--- config.mk ---
export PLATFORM = sky130hd
export DESIGN_NAME = load_store_unit
export DESIGN_NICKNAME = d
export VERILOG_FILES = /design/src/rtl/load_store_unit.sv
export SDC_FILE = /design/constraint.sdc
export NUM_CORES = 1
export LEC_CHECK = 0
export CORE_ASPECT_RATIO = 0.75
export CORE_MARGIN = 5
export CORE_UTILIZATION = 53
export DETAILED_ROUTE_END_ITERATION = 10
export DONT_BUFFER_PORTS = 1
export PLACE_DENSITY = 0.71
export SETUP_SLACK_MARGIN = 0.2
export SYNTH_ARGS = -nofsm -noshare
export SYNTH_HDL_FRONTEND = slang
export SYNTH_SLANG_ARGS = --single-unit
--- constraint.sdc ---
create_clock -name clk -period 1.72 [get_ports clk]
set_input_delay 0.258 -clock clk [delete_from_list [all_inputs] [get_ports clk]]
set_output_delay 0.258 -clock clk [all_outputs]
set_load 0.05 [all_outputs]
--- src/rtl/load_store_unit.sv ---
// Load/store unit: one outstanding memory op, byte/half/word with lane steering and extension.
// Optional define LSU_MISALIGN_TRAP_EN turns misaligned half/word accesses into errors.
module load_store_unit #(
   parameter int unsigned DATA_WIDTH = 32
) (
   input  logic                  clk,
   input  logic                  rst,
   input  logic                  req_valid,
   output logic                  req_ready,
   input  logic                  req_we,
   input  logic [1:0]            req_size,
   input  logic                  req_unsigned,
   input  logic [DATA_WIDTH-1:0] req_addr,
   input  logic [DATA_WIDTH-1:0] req_wdata,
   output logic                  mem_req,
   output logic                  mem_we,
   output logic [DATA_WIDTH-1:0] mem_addr,
   output logic [3:0]            mem_be,
   output logic [DATA_WIDTH-1:0] mem_wdata,
   input  logic                  mem_gnt,
   input  logic                  mem_rvalid,
   input  logic [DATA_WIDTH-1:0] mem_rdata,
   output logic                  rsp_valid,
   output logic                  rsp_err,
   output logic [DATA_WIDTH-1:0] rsp_data
);

   typedef enum logic [1:0] {StIdle, StReq, StWaitR, StResp} state_e;

   localparam logic [1:0] SzByte = 2'b00;
   localparam logic [1:0] SzHalf = 2'b01;
   localparam logic [1:0] SzWord = 2'b10;

   state_e                state_q, state_d;
   logic                  we_q;
   logic [1:0]            size_q;
   logic                  uns_q;
   logic [DATA_WIDTH-1:0] addr_q;
   logic [DATA_WIDTH-1:0] wdata_q;
   logic                  err_q;
   logic [DATA_WIDTH-1:0] data_q;

   logic [1:0]            off_acc;
   logic                  illegal;
   logic [DATA_WIDTH-1:0] rd_shift;
   logic [DATA_WIDTH-1:0] ld_ext;
   logic [3:0]            be_raw;
   logic [DATA_WIDTH-1:0] wdata_raw;
   logic                  accept;
   logic                  in_req;

   assign accept = (state_q == StIdle) && req_valid;

   // Offset used for the access; misaligned half/word fall back to natural alignment.
   always_comb begin
      off_acc = req_addr[1:0];
      if (req_size == SzHalf) off_acc[0] = 1'b0;
      if (req_size == SzWord) off_acc = 2'b00;
      illegal = (req_size == 2'b11);
`ifdef LSU_MISALIGN_TRAP_EN
      if (req_size == SzHalf && req_addr[0]) illegal = 1'b1;
      if (req_size == SzWord && req_addr[1:0] != 2'b00) illegal = 1'b1;
`endif
   end

   always_comb begin
      state_d = state_q;
      unique case (state_q)
         StIdle: begin
            if (req_valid) state_d = illegal ? StResp : StReq;
         end
         StReq: begin
            if (mem_gnt) state_d = we_q ? StResp : StWaitR;
         end
         StWaitR: begin
            if (mem_rvalid) state_d = StResp;
         end
         StResp: begin
            state_d = StIdle;
         end
         default: state_d = StIdle;
      endcase
   end

   // Load lane extraction and extension.
   always_comb begin
      rd_shift = mem_rdata >> {addr_q[1:0], 3'b000};
      unique case (size_q)
         SzByte: ld_ext = uns_q ? {{(DATA_WIDTH-8){1'b0}}, rd_shift[7:0]}
                                : {{(DATA_WIDTH-8){rd_shift[7]}}, rd_shift[7:0]};
         SzHalf: ld_ext = uns_q ? {{(DATA_WIDTH-16){1'b0}}, rd_shift[15:0]}
                                : {{(DATA_WIDTH-16){rd_shift[15]}}, rd_shift[15:0]};
         default: ld_ext = mem_rdata;
      endcase
   end

   // Store lane steering.
   always_comb begin
      unique case (size_q)
         SzByte: begin
            be_raw    = 4'b0001 << addr_q[1:0];
            wdata_raw = {4{wdata_q[7:0]}};
         end
         SzHalf: begin
            be_raw    = 4'b0011 << addr_q[1:0];
            wdata_raw = {2{wdata_q[15:0]}};
         end
         default: begin
            be_raw    = 4'b1111;
            wdata_raw = wdata_q;
         end
      endcase
   end

   always_ff @(posedge clk) begin
      if (rst) begin
         state_q <= StIdle;
         we_q    <= 1'b0;
         size_q  <= 2'b00;
         uns_q   <= 1'b0;
         addr_q  <= '0;
         wdata_q <= '0;
         err_q   <= 1'b0;
         data_q  <= '0;
      end else begin
         state_q <= state_d;
         if (accept) begin
            we_q    <= req_we;
            size_q  <= req_size;
            uns_q   <= req_unsigned;
            addr_q  <= {req_addr[DATA_WIDTH-1:2], off_acc};
            wdata_q <= req_wdata;
            err_q   <= illegal;
            data_q  <= '0;
         end
         if (state_q == StWaitR && mem_rvalid) data_q <= ld_ext;
      end
   end

   // Bus fields are only driven while requesting; idle values are zero.
   assign in_req    = (state_q == StReq);
   assign req_ready = (state_q == StIdle);
   assign mem_req   = in_req;
   assign mem_we    = in_req & we_q;
   assign mem_addr  = in_req ? {addr_q[DATA_WIDTH-1:2], 2'b00} : '0;
   assign mem_be    = in_req ? be_raw : 4'b0000;
   assign mem_wdata = in_req ? wdata_raw : '0;
   assign rsp_valid = (state_q == StResp);
   assign rsp_err   = rsp_valid & err_q;
   assign rsp_data  = rsp_valid ? data_q : '0;

endmodule

# Yosys cells after proc, flatten, opt, wreduce, memory -nomap -nowiden
# Index checks and enable logic that the tools add are counted.
# op_classes
n_eq_ne,10
shifts,3
n_mux,19
bitwise_logic,2
reduce_logical,6
# op_table
operator,n
$mux 32,7
$pmux 32 s2,2
$shr 32x5->16,1
$mux 2,5
$eq 2x2->1 const B,4
$pmux 2 s4,1
$pmux 4 s2,1
$eq 2x1->1 const B,3
$ne 2x2->1 const B,3
$logic_not 2->1,2
$mux 4,1
$shl 1x2->4 const A,1
$shl 2x2->4 const A,1
$reduce_and 3->1,1
$and 1x1->1,2
$logic_and 1x1->1,2
$mux 1,2
$reduce_bool 2->1,1
# word_totals
reg_bits,103
input_bits,105
output_inout_bits,105
word_cells,48

# Depth between registers and ports, before layout
# depth
depth_word,4
depth_mapped,8
ltp_nobuf,6

# Least setup slack after synthesis
# No wires, ideal clock.
# synth_timing
kind,register to output
startpoint,register state_q[1]
endpoint,output mem_be[3]
t_arrival_ns,2.401
required_ns,1.462
setup_slack_ns,-0.939
path_stages_with_launch,5
n_path_buf,1
cell_sequence,dfxtp_1 inv_1 ha_1 clkbuf_1 a21boi_0
# synth_via
elab_chain_cells,2
# synth_rtl
item,line_no,text
start: declaration,34,"state_e state_q, state_d;"
start signal: assignment,117,state_q <= StIdle;
start signal: assignment,126,state_q <= state_d;
$eq 2x1->1,141,assign in_req = (state_q == StReq);
via mem_req,15,"output logic mem_req,"
$mux 4,146,assign mem_be = in_req ? be_raw : 4'b0000;
end: declaration,18,"output logic [3:0] mem_be,"
# The timed path passes the listed nets, and every way through them passes these cells.

# Final worst setup path
# layout_timing
startpoint,register state_q[1]
endpoint,output mem_wdata[10]
# layout_via
elab_chain_cells,2
# layout_rtl
item,line_no,text
$eq 2x1->1,141,
$mux 32,147,assign mem_wdata = in_req ? wdata_raw : '0;
end: declaration,19,"output logic [DATA_WIDTH-1:0] mem_wdata,"
# Every way passes these cells.

==> tab_implementation.tex <==
\begin{tabular}{lr}
\hline
Metric & Value \\
\hline
\multicolumn{2}{l}{\textbf{Synth}} \\
\quad Cell taking the most area after synthesis & sky130\_fd\_sc\_hd\_\_dfxtp\_1 \\
\quad Share of flip-flops with an asynchronous set or reset & 0\% \\
\quad Ys Warns & 0 \\
\quad Mean Syn Cell Area & 7.66 µm² \\
\quad Part of the Yosys area used for sequential elements & 39.7\% \\
\quad Dominant synthesized flop cell & sky130\_fd\_sc\_hd\_\_dfxtp\_1 \\
\quad Synth Cell Area & slightly above 5000 µm² \\
\quad Top post-synthesis cells by area & sky130\_fd\_sc\_hd\_\_dfxtp\_1 (40\%), sky130\_fd\_sc\_hd\_\_nand2\_1 (13\%), sky130\_fd\_sc\_hd\_\_and2\_1 (9.9\%) \\
\quad Area share of the largest cell type after synthesis & between 30\% and 40\% \\
\quad Post-synthesis cell count & about 680 \\
\quad Register bit total from synthesis & around 100 \\
\quad Post-synth EDFFs & 0 \\
\quad Count of different cell masters after synthesis & 41 \\
\multicolumn{2}{l}{\textbf{Worst setup path}} \\
\quad Most frequent cell on the critical path & sky130\_fd\_sc\_hd\_\_buf\_12 \\
\quad Chain of cells forming the critical path & buf\_6 > inv\_6 > ha\_4 > buf\_12 > buf\_12 > a21boi\_4 > buf\_12 \\
\quad Critical path start-end classification & flip-flop to primary output \\
\quad CP max stage cell & sky130\_fd\_sc\_hd\_\_dfxtp\_2 \\
\quad Highest cell delay on the worst timing path & 0.33 ns \\
\quad Nature of the critical path endpoint & primary output \\
\quad Setup crit start kind & flip-flop \\
\quad Arrival time worst endpoint & 1.67 ns \\
\quad Bufs and invs on worst path & 5 \\
\quad Worst Path Max Fanout & 5 \\
\quad Worst path top cell family by delay & buffers and inverters \\
\quad Data required time of the critical path & 1.46 ns \\
\multicolumn{2}{l}{\textbf{Drt}} \\
\quad Routed wire length & 20900 µm \\
\quad Number of detailed-route iterations in the first pass & 5 \\
\quad Residual DRC count & 0 \\
\quad Remaining number of nets flagged by the antenna check after routing & 0 \\
\quad Number of vias after detailed routing & 5511 \\
\quad Initial drt markers & 520 \\
\quad Average via count per standard cell & approximately 6.2 \\
\quad Routed length per instance & about 24 µm \\
\multicolumn{2}{l}{\textbf{Die}} \\
\quad Floorplan core area & roughly 9600 µm² \\
\quad Cell row count & 31 \\
\quad Die ar. & 11900 µm² \\
\quad Starting utilization of the core area & 54.1\% \\
\quad Die Y-Extent & 95.8 µm \\
\quad Horiz. Die Dim & $\sim$120 µm \\
\quad Boundary pin count & 210 \\
\multicolumn{2}{l}{\textbf{GRT}} \\
\quad GR met3 Demand/Resource & between 10\% and 20\% \\
\quad Gr busiest metal & met2 \\
\quad Number of antenna violations at the first check in global routing & 0 \\
\quad GR Layer Usage met1 & 35.7\% \\
\quad Global-route wire length before repair & between 20000 and 30000 µm \\
\quad Pin count of the biggest net entering global routing & 85 \\
\quad Met2 track demand over resource & 48.6\% \\
\quad Number of global-route vias before repair & 5099 \\
\quad Total routing usage reported by global routing & 29.0\% \\
\quad Remaining global-route overflow & 0 \\
\multicolumn{2}{l}{\textbf{Timing}} \\
\quad Setup repair after global routing missed its margin & yes \\
\quad Period utilization & 112\% \\
\quad Count of pins over their slew limit & 0 \\
\quad Worst Clk Skew & approximately 0.0079 ns \\
\quad Hold Violations, Final & 13 \\
\quad Final worst setup slack & -0.209 ns \\
\quad Final setup viols & between 100 and 150 \\
\quad Achievable frequency & approximately 0.52 GHz \\
\quad Hold Worst Slack & -0.0334 ns \\
\quad Final min period & 1.93 ns \\
\multicolumn{2}{l}{\textbf{Placed design}} \\
\quad Number of buffers added on ports & 0 \\
\quad Final GP Congestion & 0.905 \\
\quad Half-perimeter wire length after placement & 11300 µm \\
\quad Post-detailed-placement cell area & 6260 µm² \\
\quad Setup slack after placement & -0.223 ns \\
\multicolumn{2}{l}{\textbf{Power}} \\
\quad Post-layout power & 12700 µW \\
\quad P\_leak & roughly 0.0031 µW \\
\quad Total power per unit cell area & 1530 nW/µm² \\
\quad Max IR drop VDD & 1.04 mV \\
\multicolumn{2}{l}{\textbf{Outcome}} \\
\quad Status & finished, violations left \\
\quad Violated checks & hold timing, setup timing \\
\multicolumn{2}{l}{\textbf{CTS}} \\
\quad Clock transition at the register clock pins on the worst setup and hold paths after CTS & 0.07 ns \\
\quad Clock tree buffer depth & 2 \\
\quad H-tree lvl count & 3 \\
\quad Clk Tree Root Cell & sky130\_fd\_sc\_hd\_\_clkbuf\_16 \\
\quad Clock tree from TritonCTS & done \\
\quad Number of buffers added by the clock tree synthesis step & 9 \\
\quad CTS sink cnt & 103 \\
\quad Later-pin clock latency in the skew report & approximately 0.35 ns \\
\multicolumn{2}{l}{\textbf{Final layout}} \\
\quad Final design instance area without fill & 8310 µm² \\
\quad N\_diodes & 0 \\
\quad Layout net count & roughly 860 \\
\quad Layout overhead on the synthesized area & 59.7\% \\
\quad Proportion of layout cells with a drive suffix above 1 & between 50 and 60\% \\
\multicolumn{2}{l}{\textbf{Job}} \\
\quad Max-cap check violation count & 0 \\
\multicolumn{2}{l}{\textbf{Min path}} \\
\quad Class of the tightest hold or removal check & input pin to flip-flop \\
\hline
\end{tabular}
==> layer usage <==
| metal | share of wire (%) | vias to the layer above |
|---|---|---|
| met4 | 3.1 | 0 |
| met5 | 0 | - |
| li1 | - | 2433 |
| met2 | 48 | 347 |
| met1 | 38 | 2663 |
| met3 | 11 | 68 |
==> power breakdown <==
| part | switching [µW] | internal (µW) |
|---|---|---|
| Sequential | 357 | 2780 |
| Combinational | 3910 | 3620 |
| Clock | 912 | 1090 |
| Total | 5180 | 7490 |
==> cell type report <==
cell class,count,area (µm²)
fillers,492,1310
clock buffers,12,267
repair buffers,112,1760
multi-input cells,516,3990
flip-flops and latches,103,2070
clock inverters,3,17.5
inverters,7,31.3
well taps,132,165
==> flip-flops by register name (all words and copies together), names as in the netlist <==
signal   flops
uns_q        1
size_q       2
err_q        1
wdata_q     32
addr_q      32
state_q      2
we_q         1
data_q      32
==> synthesized netlist by cell type (2+ instances only) <==
master	number
sky130_fd_sc_hd__a221oi_1	2
sky130_fd_sc_hd__a21oi_1	85
sky130_fd_sc_hd__a2bb2oi_1	3
sky130_fd_sc_hd__a211oi_1	5
sky130_fd_sc_hd__o21ai_0	23
sky130_fd_sc_hd__buf_1	14
sky130_fd_sc_hd__a222oi_1	2
sky130_fd_sc_hd__clkbuf_1	34
sky130_fd_sc_hd__buf_4	2
sky130_fd_sc_hd__nand2b_1	8
sky130_fd_sc_hd__a311oi_1	2
sky130_fd_sc_hd__buf_6	2
sky130_fd_sc_hd__nor3_1	4
sky130_fd_sc_hd__inv_1	7
sky130_fd_sc_hd__a32oi_1	3
sky130_fd_sc_hd__nand3b_1	4
sky130_fd_sc_hd__o221a_2	4
sky130_fd_sc_hd__a21boi_0	9
sky130_fd_sc_hd__and2_1	82
sky130_fd_sc_hd__dfxtp_1	103
sky130_fd_sc_hd__nand3_1	2
sky130_fd_sc_hd__mux2_2	2
sky130_fd_sc_hd__a221o_1	16
sky130_fd_sc_hd__nor2b_1	17
sky130_fd_sc_hd__mux2i_1	20
sky130_fd_sc_hd__ha_1	5
sky130_fd_sc_hd__nor2_1	12
sky130_fd_sc_hd__o221ai_1	3
sky130_fd_sc_hd__nand2_1	185
sky130_fd_sc_hd__o21a_1	2
sky130_fd_sc_hd__buf_2	5
sky130_fd_sc_hd__nor3b_2	2
sky130_fd_sc_hd__o22ai_1	2
==> cells in the final DEF, fill, tap and decap left out, types with 11 or more instances in the layout <==
cell                        instances
sky130_fd_sc_hd__a21oi_1           30
sky130_fd_sc_hd__a21oi_2           54
sky130_fd_sc_hd__a221o_1           16
sky130_fd_sc_hd__and2_4            81
sky130_fd_sc_hd__buf_12            41
sky130_fd_sc_hd__buf_4             37
sky130_fd_sc_hd__buf_6             14
sky130_fd_sc_hd__clkbuf_16         18
sky130_fd_sc_hd__dfxtp_1           98
sky130_fd_sc_hd__mux2i_1           19
sky130_fd_sc_hd__nand2_1          114
sky130_fd_sc_hd__nand2_2           47
sky130_fd_sc_hd__nand2_4           23
sky130_fd_sc_hd__o21ai_0           12
sky130_fd_sc_hd__o21ai_1           11
==> timing repair <==
item	CTS	global route
gates resized for setup	127	156
hold endpoints to repair	77	62
endpoints found under the setup margin	133	206
cloned	10	12
setup buffers	21	14
pin swaps	68	85
==> final timing paths <==
path,from,end,slack (ns),depth (start not counted)
worst min-delay path,rst,addr_q[2],-0.03,1
worst max-delay path,state_q[1],mem_wdata[10],-0.21,7
worst min register to register,data_q[6],data_q[6],0.45,2
worst max register to register,addr_q[1],data_q[23],-0.11,6
==> metrics by stage <==
stage          utilization, %  instances  TNS (ns)  hold slack (ns)
4_1_cts                  76.5        859     -7.20          -0.0274
3_3_place_gp             65.1        813     -1.65            0.341
5_1_grt                  86.4        885    -15.94          -0.0341
2_1_floorplan               -        680         0            0.394
3_5_place_dp             65.1        813     -3.21            0.343
6_report                 86.4        885    -11.13          -0.0334
==> cell families after synthesis <==
family                   synth area share [%]
AND/OR/NAND/NOR                          29.0
AO/OA/AOI/OAI                            19.9
flip-flops                               39.7
buffers and inverters                    5.17
multiplexers                             4.79
adder cells (fa/ha/maj)                  1.20
other                                  0.0721
XOR/XNOR                                0.168
(Power assumes the default switching activity.)
